**src/rtl/leaf_router_pkg.sv**
```systemverilog
// Shared address-field layout and destination decode helpers for the leaf router.
package leaf_router_pkg;
  localparam int ADDR_W   = 6;
  localparam int GRP_MSB  = 5;
  localparam int GRP_LSB  = 2;
  localparam int LEAF_MSB = 1;
  localparam int LEAF_LSB = 0;

  function automatic logic is_local(input logic [ADDR_W-1:0]          dest,
                                    input logic [GRP_MSB-GRP_LSB:0]   grp,
                                    input logic [LEAF_MSB-LEAF_LSB:0] id);
    return (dest[GRP_MSB:GRP_LSB] == grp) && (dest[LEAF_MSB:LEAF_LSB] == id);
  endfunction

  // n is 1, 2 or 4, so the modulo reduces to a mask on the leaf field
  function automatic logic [LEAF_MSB-LEAF_LSB:0] spine_sel(input logic [ADDR_W-1:0] dest,
                                                           input int n);
    logic [ADDR_W-1:0] m;
    m = ADDR_W'(n - 1);
    return 2'(dest & m);
  endfunction
endpackage

```
**src/rtl/leaf_router_buffered_sync_fifo.sv**
```systemverilog
// Synchronous FIFO; head entry is visible on rdata the cycle after it is written.
module sync_fifo #(
  parameter int W     = 22,
  parameter int DEPTH = 8
) (
  input  logic         clk,
  input  logic         reset,
  input  logic         push,
  input  logic [W-1:0] wdata,
  input  logic         pop,
  output logic [W-1:0] rdata,
  output logic         full,
  output logic         empty
);
  localparam int AW = $clog2(DEPTH);

  logic [W-1:0]  mem [DEPTH];
  logic [AW-1:0] wr_ptr, rd_ptr;
  logic [AW:0]   count;
  logic          do_push, do_pop;

  assign full    = (count == (AW+1)'(DEPTH));
  assign empty   = (count == '0);
  // a pop in the same cycle does not open a slot for a push while full
  assign do_push = push && !full;
  assign do_pop  = pop && !empty;
  assign rdata   = mem[rd_ptr];

  always_ff @(posedge clk) begin
    if (reset) begin
      wr_ptr <= '0;
      rd_ptr <= '0;
      count  <= '0;
    end else begin
      if (do_push) begin
        mem[wr_ptr] <= wdata;
        wr_ptr      <= wr_ptr + AW'(1);
      end
      if (do_pop) rd_ptr <= rd_ptr + AW'(1);
      count <= count + (AW+1)'(do_push) - (AW+1)'(do_pop);
    end
  end
endmodule

```
**src/rtl/leaf_router_buffered.sv**
```systemverilog
// Buffered leaf router: one GPU port and NUM_SPINES spine links, ingress FIFOs,
// round-robin GPU egress arbitration, uplink steering and misroute dropping.
module leaf_router_buffered
  import leaf_router_pkg::*;
#(
  parameter int         DWIDTH     = 16,
  parameter int         FIFO_DEPTH = 8,
  parameter int         NUM_SPINES = 4,
  parameter logic [3:0] GROUP_ID   = 4'b0010,
  parameter int         ROUTER_ID  = 3,
  parameter int         GW         = $clog2(NUM_SPINES+1)
) (
  input  logic                                  clk,
  input  logic                                  reset,
  input  logic                                  arb_enable,
  input  logic [DWIDTH-1:0]                     gpu_in_data,
  input  logic                                  gpu_in_valid,
  input  logic [ADDR_W-1:0]                     gpu_dest_addr,
  output logic                                  gpu_in_ready,
  output logic [DWIDTH-1:0]                     gpu_out_data,
  output logic                                  gpu_out_valid,
  input  logic                                  gpu_out_ready,
  input  logic [NUM_SPINES-1:0][DWIDTH-1:0]     spine_in_data,
  input  logic [NUM_SPINES-1:0]                 spine_in_valid,
  input  logic [NUM_SPINES-1:0][ADDR_W-1:0]     spine_in_dest,
  output logic [NUM_SPINES-1:0]                 spine_in_ready,
  output logic [NUM_SPINES-1:0][DWIDTH-1:0]     spine_out_data,
  output logic [NUM_SPINES-1:0]                 spine_out_valid,
  output logic [NUM_SPINES-1:0][ADDR_W-1:0]     spine_out_dest,
  input  logic [NUM_SPINES-1:0]                 spine_out_ready,
  output logic [NUM_SPINES-1:0]                 spine_fifo_full,
  output logic [NUM_SPINES-1:0]                 spine_fifo_empty,
  output logic                                  gpu_fifo_full,
  output logic                                  gpu_fifo_empty,
  output logic                                  crossbar_busy,
  output logic [GW-1:0]                         current_grant,
  output logic [7:0]                            drop_count
);
  localparam int         NR      = NUM_SPINES + 1;
  localparam logic [1:0] LEAF_ID = ROUTER_ID[1:0];

  typedef struct packed {
    logic [ADDR_W-1:0] dest;
    logic [DWIDTH-1:0] data;
  } flit_t;

  flit_t [NUM_SPINES-1:0] s_head;
  logic  [NUM_SPINES-1:0] s_pop, s_local, s_drop, sp_load;
  flit_t                  g_head;
  logic                   g_pop, g_local;
  logic  [1:0]            g_spine;
  logic  [NR-1:0]         req;
  logic  [GW-1:0]         rr_ptr, win;
  logic                   win_vld, gpu_load;
  logic  [DWIDTH-1:0]     win_data;
  logic  [8:0]            drop_sum;

  sync_fifo #(.W($bits(flit_t)), .DEPTH(FIFO_DEPTH)) u_gpu_fifo (
    .clk   (clk),
    .reset (reset),
    .push  (gpu_in_valid),
    .wdata ({gpu_dest_addr, gpu_in_data}),
    .pop   (g_pop),
    .rdata (g_head),
    .full  (gpu_fifo_full),
    .empty (gpu_fifo_empty)
  );

  assign gpu_in_ready = !gpu_fifo_full;
  assign g_local      = is_local(g_head.dest, GROUP_ID, LEAF_ID);
  assign g_spine      = spine_sel(g_head.dest, NUM_SPINES);

  for (genvar k = 0; k < NUM_SPINES; k++) begin : g_lane
    sync_fifo #(.W($bits(flit_t)), .DEPTH(FIFO_DEPTH)) u_fifo (
      .clk   (clk),
      .reset (reset),
      .push  (spine_in_valid[k]),
      .wdata ({spine_in_dest[k], spine_in_data[k]}),
      .pop   (s_pop[k]),
      .rdata (s_head[k]),
      .full  (spine_fifo_full[k]),
      .empty (spine_fifo_empty[k])
    );
    assign spine_in_ready[k] = !spine_fifo_full[k];
    assign s_local[k] = is_local(s_head[k].dest, GROUP_ID, LEAF_ID);
    // misrouted heads leave without arbitration, but not while frozen
    assign s_drop[k]  = arb_enable && !spine_fifo_empty[k] && !s_local[k];
    assign s_pop[k]   = s_drop[k] || (gpu_load && (win == GW'(k)));
    // the GPU FIFO is the only source for spine egress
    assign sp_load[k] = arb_enable && !gpu_fifo_empty && !g_local && (g_spine == 2'(k)) &&
                        (!spine_out_valid[k] || spine_out_ready[k]);
  end

  assign req   = {!gpu_fifo_empty && g_local, ~spine_fifo_empty & s_local};
  assign g_pop = (|sp_load) || (gpu_load && (win == GW'(NUM_SPINES)));

  // round-robin search starting at rr_ptr, wrapping at NR
  always_comb begin
    int           idx;
    logic [GW-1:0] sel;
    win     = '0;
    win_vld = 1'b0;
    idx     = 0;
    sel     = '0;
    for (int i = 0; i < NR; i++) begin
      idx = int'(rr_ptr) + i;
      if (idx >= NR) idx = idx - NR;
      sel = GW'(idx);
      if (!win_vld && req[sel]) begin
        win_vld = 1'b1;
        win     = sel;
      end
    end
  end

  assign gpu_load = arb_enable && win_vld && (!gpu_out_valid || gpu_out_ready);

  always_comb begin
    win_data = g_head.data;
    for (int k = 0; k < NUM_SPINES; k++)
      if (win == GW'(k)) win_data = s_head[k].data;
  end

  always_comb begin
    drop_sum = {1'b0, drop_count};
    for (int k = 0; k < NUM_SPINES; k++) drop_sum = drop_sum + 9'(s_drop[k]);
  end

  always_ff @(posedge clk) begin
    if (reset) begin
      gpu_out_valid   <= 1'b0;
      gpu_out_data    <= '0;
      rr_ptr          <= '0;
      current_grant   <= '0;
      drop_count      <= '0;
      spine_out_valid <= '0;
      spine_out_data  <= '0;
      spine_out_dest  <= '0;
    end else begin
      if (gpu_load) begin
        gpu_out_valid <= 1'b1;
        gpu_out_data  <= win_data;
        current_grant <= win;
        rr_ptr        <= (int'(win) == NR-1) ? '0 : win + GW'(1);
      end else if (gpu_out_ready) begin
        gpu_out_valid <= 1'b0;
      end
      drop_count <= drop_sum[8] ? 8'hFF : drop_sum[7:0];
      for (int k = 0; k < NUM_SPINES; k++) begin
        if (sp_load[k]) begin
          spine_out_valid[k] <= 1'b1;
          spine_out_data[k]  <= g_head.data;
          spine_out_dest[k]  <= g_head.dest;
        end else if (spine_out_ready[k]) begin
          spine_out_valid[k] <= 1'b0;
        end
      end
    end
  end

  assign crossbar_busy = gpu_out_valid || (|spine_out_valid);
endmodule

```
**config.mk**
```make
export PLATFORM = sky130hd
export DESIGN_NAME = leaf_router_buffered
export DESIGN_NICKNAME = d
export VERILOG_FILES = /design/src/rtl/leaf_router_pkg.sv /design/src/rtl/leaf_router_buffered_sync_fifo.sv /design/src/rtl/leaf_router_buffered.sv
export SDC_FILE = /design/constraint.sdc
export NUM_CORES = 1
export LEC_CHECK = 0
export BUFFER_PORTS_ARGS = -buffer_cell sky130_fd_sc_hd__buf_2
export CORE_ASPECT_RATIO = 1.1
export CORE_MARGIN = 3
export CORE_UTILIZATION = 45
export CTS_CLUSTER_DIAMETER = 50
export DETAILED_ROUTE_END_ITERATION = 10
export SLEW_MARGIN = 40
export SYNTH_ARGS = -nofsm -noshare
export SYNTH_HDL_FRONTEND = slang
export SYNTH_SLANG_ARGS = --single-unit
export TNS_END_PERCENT = 100
```
**constraint.sdc**
```tcl
create_clock -name clk -period 9.48 [get_ports clk]
set_input_delay 1.896 -clock clk [delete_from_list [all_inputs] [get_ports clk]]
set_output_delay 1.896 -clock clk [all_outputs]
set_load 0.005 [all_outputs]
```
**Yosys cells after proc, flatten, opt, wreduce, memory -nomap -nowiden**

Memories as Yosys holds them, arrays and structs flattened. A register that Yosys moved wholly into a read port is not among the register bits.
Index checks and enable logic that the tools add are counted.

- Logic and storage cells: 265
- Output and inout bits: 136
- Bits in writable memories: 880
- Bits of input ports: 123
- Memories kept: 5
- Flip-flop bits (word level): 173

- $lt $le $gt $ge: 10
- Multiplexer cells: 66
- Add/sub/neg operators: 34
- Bitwise gates (word level): 2
- Equal/unequal tests: 22
- Reductions and logical operators: 94

Memories:

| name | words | width | read ports | clocked after Yosys merged registers in | wr ports | RTL line | text |
|---|---|---|---|---|---|---|---|
| g_lane[0].u_fifo.mem | 8 | 22 | 1 | 1 | 1 | leaf_router_buffered_sync_fifo.sv:17 | `logic [W-1:0] mem [DEPTH];` |
| g_lane[1].u_fifo.mem | 8 | 22 | 1 | 1 | 1 | leaf_router_buffered_sync_fifo.sv:17 |  |
| g_lane[2].u_fifo.mem | 8 | 22 | 1 | 1 | 1 | leaf_router_buffered_sync_fifo.sv:17 |  |
| g_lane[3].u_fifo.mem | 8 | 22 | 1 | 1 | 1 | leaf_router_buffered_sync_fifo.sv:17 |  |
| u_gpu_fifo.mem | 8 | 22 | 1 | 1 | 1 | leaf_router_buffered_sync_fifo.sv:17 |  |

Operators by type and width:

| operator | count |
|---|---|
| $mux 16 | 4 |
| $mux 3 | 21 |
| $logic_and 1x1->1 | 45 |
| $mux 1 | 35 |
| $add 3x1->3 const B | 11 |
| $add 9x1->9 | 3 |
| $logic_not 1->1 | 24 |
| $add 4x1->4 | 5 |
| $eq 4x2->1 const B | 5 |
| $eq 4x4->1 const B | 5 |
| $logic_not 4->1 | 5 |
| $lt 3x4->1 const B | 5 |
| $sub 4x1->4 | 5 |
| $ge 4x3->1 const B | 4 |
| $bmux 1 s3 | 5 |
| $sub 3x3->3 const B | 5 |
| $eq 2x2->1 const B | 6 |
| $logic_or 1x1->1 | 11 |
| $reduce_bool 2->1 | 5 |
| $add 8x1->9 | 1 |
| $add 3x2->4 const B | 2 |
| $mux 8 | 1 |
| $reduce_or 4->1 | 2 |
| $eq 3x2->1 const B | 2 |
| other kinds (10) | 11 |

**Longest topological paths before layout**

- Depth after elaboration: 25
- Depth in mapped cells: 27
- Mapped depth without buffers: 25

**Hierarchy**

A second synthesis with hierarchy kept.

- Cell total of the unflattened synthesis: 2,565
- Area, all modules: 44,313.8 µm²

By module, submodules not included:

| module | area an instance (µm²) | seq. area each (µm²) | cells each | instances |
|---|---|---|---|---|
| sync_fifo | 7,484.7 | 5,545.3 | 333 | 5 |
| leaf_router_buffered | 6,890.4 | 2,462.4 | 900 | 1 |

**Worst setup path before layout**

OpenSTA, ideal clock, no wires.

- Path type: reg2reg
- Start: register rr_ptr[0]
- End: register g_lane[3].u_fifo.count[3]
- Data required time: 9.352 ns
- Slack: 4.013 ns
- Arrival time: 5.339 ns
- Stages on the path, launching flop included: 27
- Setup time: 0.128 ns
- Path buffers: 3
- Clock period less this slack: 5.467 ns
- Cell sequence: dfxtp_1 -> clkbuf_1 -> clkinv_1 -> ha_1 -> ha_1 -> inv_1 -> a22oi_1 -> nor2_1 -> nand3_1 -> o22ai_1 -> nor3_1 -> a211oi_1 -> o2bb2a_4 -> and2_1 -> buf_6 -> inv_4 -> ha_1 -> clkbuf_1 -> clkinv_1 -> o21bai_1 -> and2_1 -> nand2b_1 -> ha_1 -> a21o_1 -> a21oi_1 -> xnor2_1 -> nor2_1

- Longest elaborated chain between the ends: 23
- Elaborated cells between the ends (all ways): 54
- Those cells by class: add/sub: 10; order compare: 5; eq/ne: 1; mux: 25; reduce/logical: 13

RTL lines:

| element | RTL line | text |
|---|---|---|
| from (decl) | leaf_router_buffered.sv:53 | `logic [GW-1:0] rr_ptr, win;` |
| from (signal assigned) | leaf_router_buffered.sv:144 | `rr_ptr <= (int'(win) == NR-1) ? '0 : win + GW'(1);` |
| branches (longest 19 deep; another with $add 3x1->4) | -- |  |
| $logic_and 1x1->1 (*) | leaf_router_buffered.sv:88 | `assign s_pop[k] = s_drop[k] \|\| (gpu_load && (win == GW'(k)));` |
| $logic_or 1x1->1 (*) | leaf_router_buffered.sv:88 |  |
| $logic_and 1x1->1 (*) | leaf_router_buffered_sync_fifo.sv:26 | `assign do_pop = pop && !empty;` |
| $sub 4x1->4 (*) | leaf_router_buffered_sync_fifo.sv:40 | `count <= count + (AW+1)'(do_push) - (AW+1)'(do_pop);` |
| to (signal assigned) | leaf_router_buffered_sync_fifo.sv:40 |  |
| to (decl) | leaf_router_buffered_sync_fifo.sv:19 | `logic [AW:0] count;` |

Mark *: on every way between the ends. The select of a mux whose other input is x is not followed.
A chain may end at the register's enable or synchronous reset.

**Final worst setup path**

Same ends and word-level chain as after synthesis.

==> flow_metrics.env <==
export IMPL_grt_pass1_vias=23088
export IMPL_vias_per_cell=5.527
export IMPL_rr_worst_depth=24
export IMPL_critPathCaptureType="flip-flop"
export IMPL_synthTopCellsByArea="edfxtp_1 (63%), mux4_2 (9.2%), dfxtp_1 (9.0%)"
export IMPL_power_density_nw_per_um2=269.4
export IMPL_htreeDepth=3
export IMPL_path_clk_slew_ns=0.06
export IMPL_drtIter0Drc=1722
export IMPL_cap_violations=0
export IMPL_hold_path_class="reg -> reg"
export IMPL_regToRegEndpoint="g_lane[3].u_fifo.count[3]"
export IMPL_cp_arrival_ns=8.02
export IMPL_tightest_slew_ns=0.8459
export IMPL_cp_buffers_inverters=6
export IMPL_grtUsageMet3_pct=3.935
export IMPL_dpl_cell_area_um2=45130
export IMPL_timing_fmax_mhz=134.1
export IMPL_place_hpwl_um=65490
export IMPL_whs_endpoint="spine_out_dest[6]"
export IMPL_cts_hold_buf=0
export IMPL_setup_worst_path_start_class="flip-flop"
export IMPL_synth_top_cell_by_area="edfxtp_1"
export IMPL_grt_ovfl_total=0
export IMPL_antenna_found_initial=19
export IMPL_fin_crit_ns=7.459
export IMPL_nNetsFinal=2958
export IMPL_post_route_period_util_pct=78.68
export IMPL_crit_type="reg -> reg"
export IMPL_rr_startpoint="rr_ptr[0]"
export IMPL_path_max_fanout=25
export IMPL_cp_slowest_cell="dfxtp_1"
export IMPL_placed_cells=3889
export IMPL_place_ws_ns=2.078
export IMPL_clk_latency_ns=0.69
export IMPL_maxSlewViolCount=0
export IMPL_r2r_slack_ns=2.02
export IMPL_hold_viol=0
export IMPL_crit_required_ns=10.04
export IMPL_outcome="finished, final reports clean"
export IMPL_seq_area_frac_synth_pct=71.81
export IMPL_p_leak_nw=16.58
export IMPL_clock_skew_ns=0.04245
export IMPL_io_buffer_count=258
export IMPL_vdd_ir_drop_worst_uv=146.8
export IMPL_area_growth_pct=17.09
export IMPL_grtUsageMet2_pct=34.27
export IMPL_async_flop_share_pct=0
export IMPL_io_pins=259
export IMPL_slowest_delay_ns=0.77
export IMPL_rsz0062_at_grt="no"
export IMPL_num_rows=116
export IMPL_ys_warn_count=0
export IMPL_drt_total_wl_um=98600
export IMPL_synth_top_cell_area_share_pct=62.86
export IMPL_worstHoldStart="spine_out_dest[6]"
export IMPL_fin_area_um2=49220
export IMPL_crit_family="compound AO/OA/AOI/OAI gates"
export IMPL_ys_types=85
export IMPL_drc=0
export IMPL_post_cts_buffers=0
export IMPL_setup_viol=0
export IMPL_met1_usage_pct=26.31
export IMPL_syn_inst=2458
export IMPL_worstPathCellList="clkinv_1, ha_1, ha_1, inv_1, a22oi_1, inv_1, nand4_1, o22ai_1, nor3_4, nand4b_4, o2bb2a_4, and2_1, buf_4, inv_4, ha_1, clkinv_1, o21bai_1, and2_1, nand2b_1, ha_1, a21o_1, a21oi_1, xnor2_1, nor2_1"
export IMPL_setup_slack_ns=2.021
export IMPL_cts_root_buf="clkbuf_16"
export IMPL_core_region_area_um2=91870
export IMPL_die_w_um=297.4
export IMPL_antenna_left=0
export IMPL_initial_core_util_pct=45.76
export IMPL_die_h_um=326.6
export IMPL_dieArea_um2=97130
export IMPL_cts_path_max_buffers=3
export IMPL_syn_area_um2=42040
export IMPL_routedWlPerCell_um=23.93
export IMPL_tritoncts="built"
export IMPL_clkSinkCount=1068
export IMPL_grt_busiest_layer="met2"
export IMPL_firstDrtPassIters=5
export IMPL_synth_seq_cells=1068
export IMPL_vias=22773
export IMPL_drive_gt1_share_pct=28.95
export IMPL_grt_pass1_wl_um=147300
export IMPL_synth_edf_count=880
export IMPL_syn_nets=2640
export IMPL_cts_buffers_inserted=114
export IMPL_path_common_cell="ha_1"
export IMPL_track_usage_pct=20.19
export IMPL_avgSynthCellArea_um2=17.10
export IMPL_finalNonFillerCells=4120
export IMPL_ys_flop_type="edfxtp_1"
export IMPL_final_setup_tns_ns=0
export IMPL_slew_headroom_pct=41.99
export IMPL_place_congestion=0.8376
export IMPL_whs_path_depth=2
export IMPL_grt_max_degree=95
export IMPL_cts_resized=0
-- routing by layer --
metal	part of all wire [%]	routed length (um)
met4	2.6	2548
met3	6.3	6229
met5	0.086	85
met2	50	49260
met1	41	40480
-- cells by family after synthesis --
group           count (synthesis)  synth area share, %
compound gates                267                5.039
simple gates                  550                6.545
flops                        1068                71.81
buf+inv                       196                1.941
mux                           289                12.14
fa+ha+maj                      59                1.917
xor+xnor                       29               0.6042
-- cell usage after synthesis, types with 4 or more instances --
master / n
dfxtp_1: 188
nor3_1: 24
clkbuf_1: 82
edfxtp_1: 880
inv_1: 58
o22ai_1: 4
nand2b_1: 25
fa_1: 9
a211oi_1: 105
a311o_1: 16
nor3b_1: 11
o41ai_1: 4
and2_1: 5
xnor2_1: 17
buf_2: 11
ha_1: 50
buf_6: 4
or2_2: 5
or3_1: 5
nand4b_1: 9
nor4b_1: 7
nor4bb_1: 12
mux2_1: 5
a21oi_1: 46
o221a_2: 16
o32ai_1: 4
a211oi_2: 10
nor2_1: 247
mux4_2: 172
nand4_1: 20
nand3b_1: 7
a31oi_1: 5
xor2_1: 12
mux2_2: 26
nor2b_1: 37
buf_1: 27
nor4_1: 5
o21ai_0: 12
mux2i_1: 81
buf_4: 9
a21o_1: 5
nand3_1: 23
nand2_1: 79
and3_1: 12
a211o_1: 4
-- cell type report --
| class | instances | area [um2] |
|---|---|---|
| Timing Repair Buffer | 335 | 2059 |
| Inverter | 63 | 239.0 |
| Clock buffer | 149 | 3196 |
| Fill cell | 7333 | 42650 |
| Antenna cell | 7 | 17.52 |
| Clock inverter | 65 | 635.6 |
| Sequential cell | 1068 | 30200 |
| Tap cell | 1239 | 1550 |
| Multi-Input combinational cell | 1194 | 11330 |
-- tightest hold or removal path, delay by kind of cell, from the launching register on --
kind / cells / cell delay, ns
simple gates: 2 / 0.12
flops: 1 / 0.32
-- metrics by stage --
stage               hold WS (ns)  util [%]  total power [mW]
global route              0.4857     53.56             13.85
finish                    0.4709     53.58             13.26
floorplan                 0.4527         -             7.761
CTS                       0.4708     53.29             13.38
detailed placement        0.4571     49.12             8.950
global placement          0.4434     49.01             8.867
-- how the worst max path moves through the flow --
stage,cells past startpoint,startpoint,end,slack [ns]
detailed placement,22,flip-flop,g_lane[3].u_fifo.count[3],2.08
global placement,22,flip-flop,g_lane[3].u_fifo.count[3],2.22
floorplan,26,rr_ptr[0],g_lane[3].u_fifo.count[3],4.01
global route,24,rr_ptr[0],g_lane[3].u_fifo.count[3],1.46
finish,24,rr_ptr[0],g_lane[3].u_fifo.count[3],2.02
CTS,22,flip-flop,g_lane[3].u_fifo.count[3],2.08
-- power by group --
part           total, mW  internal, mW  leakage (nW)  switching [mW]
clock network       4.42          2.59          1.89            1.83
logic               3.22          1.31          5.21            1.91
registers           5.62          5.40          9.48           0.219
-- registers in the layout, summed over array words and instances, names as in the netlist, named ones only --
register,count
g_lane.u_fifo.wr_ptr,12
g_lane.u_fifo.count,16
g_lane.u_fifo.rd_ptr,12
u_gpu_fifo.wr_ptr,3
current_grant,3
gpu_out_data,16
g_lane.u_fifo.mem,704
rr_ptr,3
spine_out_dest,24
spine_out_valid,4
drop_count,8
spine_out_data,64
u_gpu_fifo.mem,176
u_gpu_fifo.count,4
gpu_out_valid,1
u_gpu_fifo.rd_ptr,3
-- placed cells by master, fill, tap and decap left out, drive strengths merged, types with 9 or more instances in the layout --
master	Yosys	final
edfxtp	880	880
buf	51	332
nor2	247	247
dfxtp	188	188
mux4	172	172
clkbuf	82	152
a211oi	115	115
mux2i	84	84
nand2	79	79
inv	61	77
ha	50	50
a21oi	46	46
clkinv	2	40
nor2b	37	37
mux2	33	33
nor3	26	26
nand2b	25	25
nand3	23	23
nand4	20	20
xnor2	17	17
a311o	16	16
o221a	16	16
o21ai	14	14
nor4bb	12	12
xor2	12	12
and3	12	12
nor3b	11	11
nand4b	10	10
fa	9	9
Note: power is estimated with default switching activity, not from simulation.
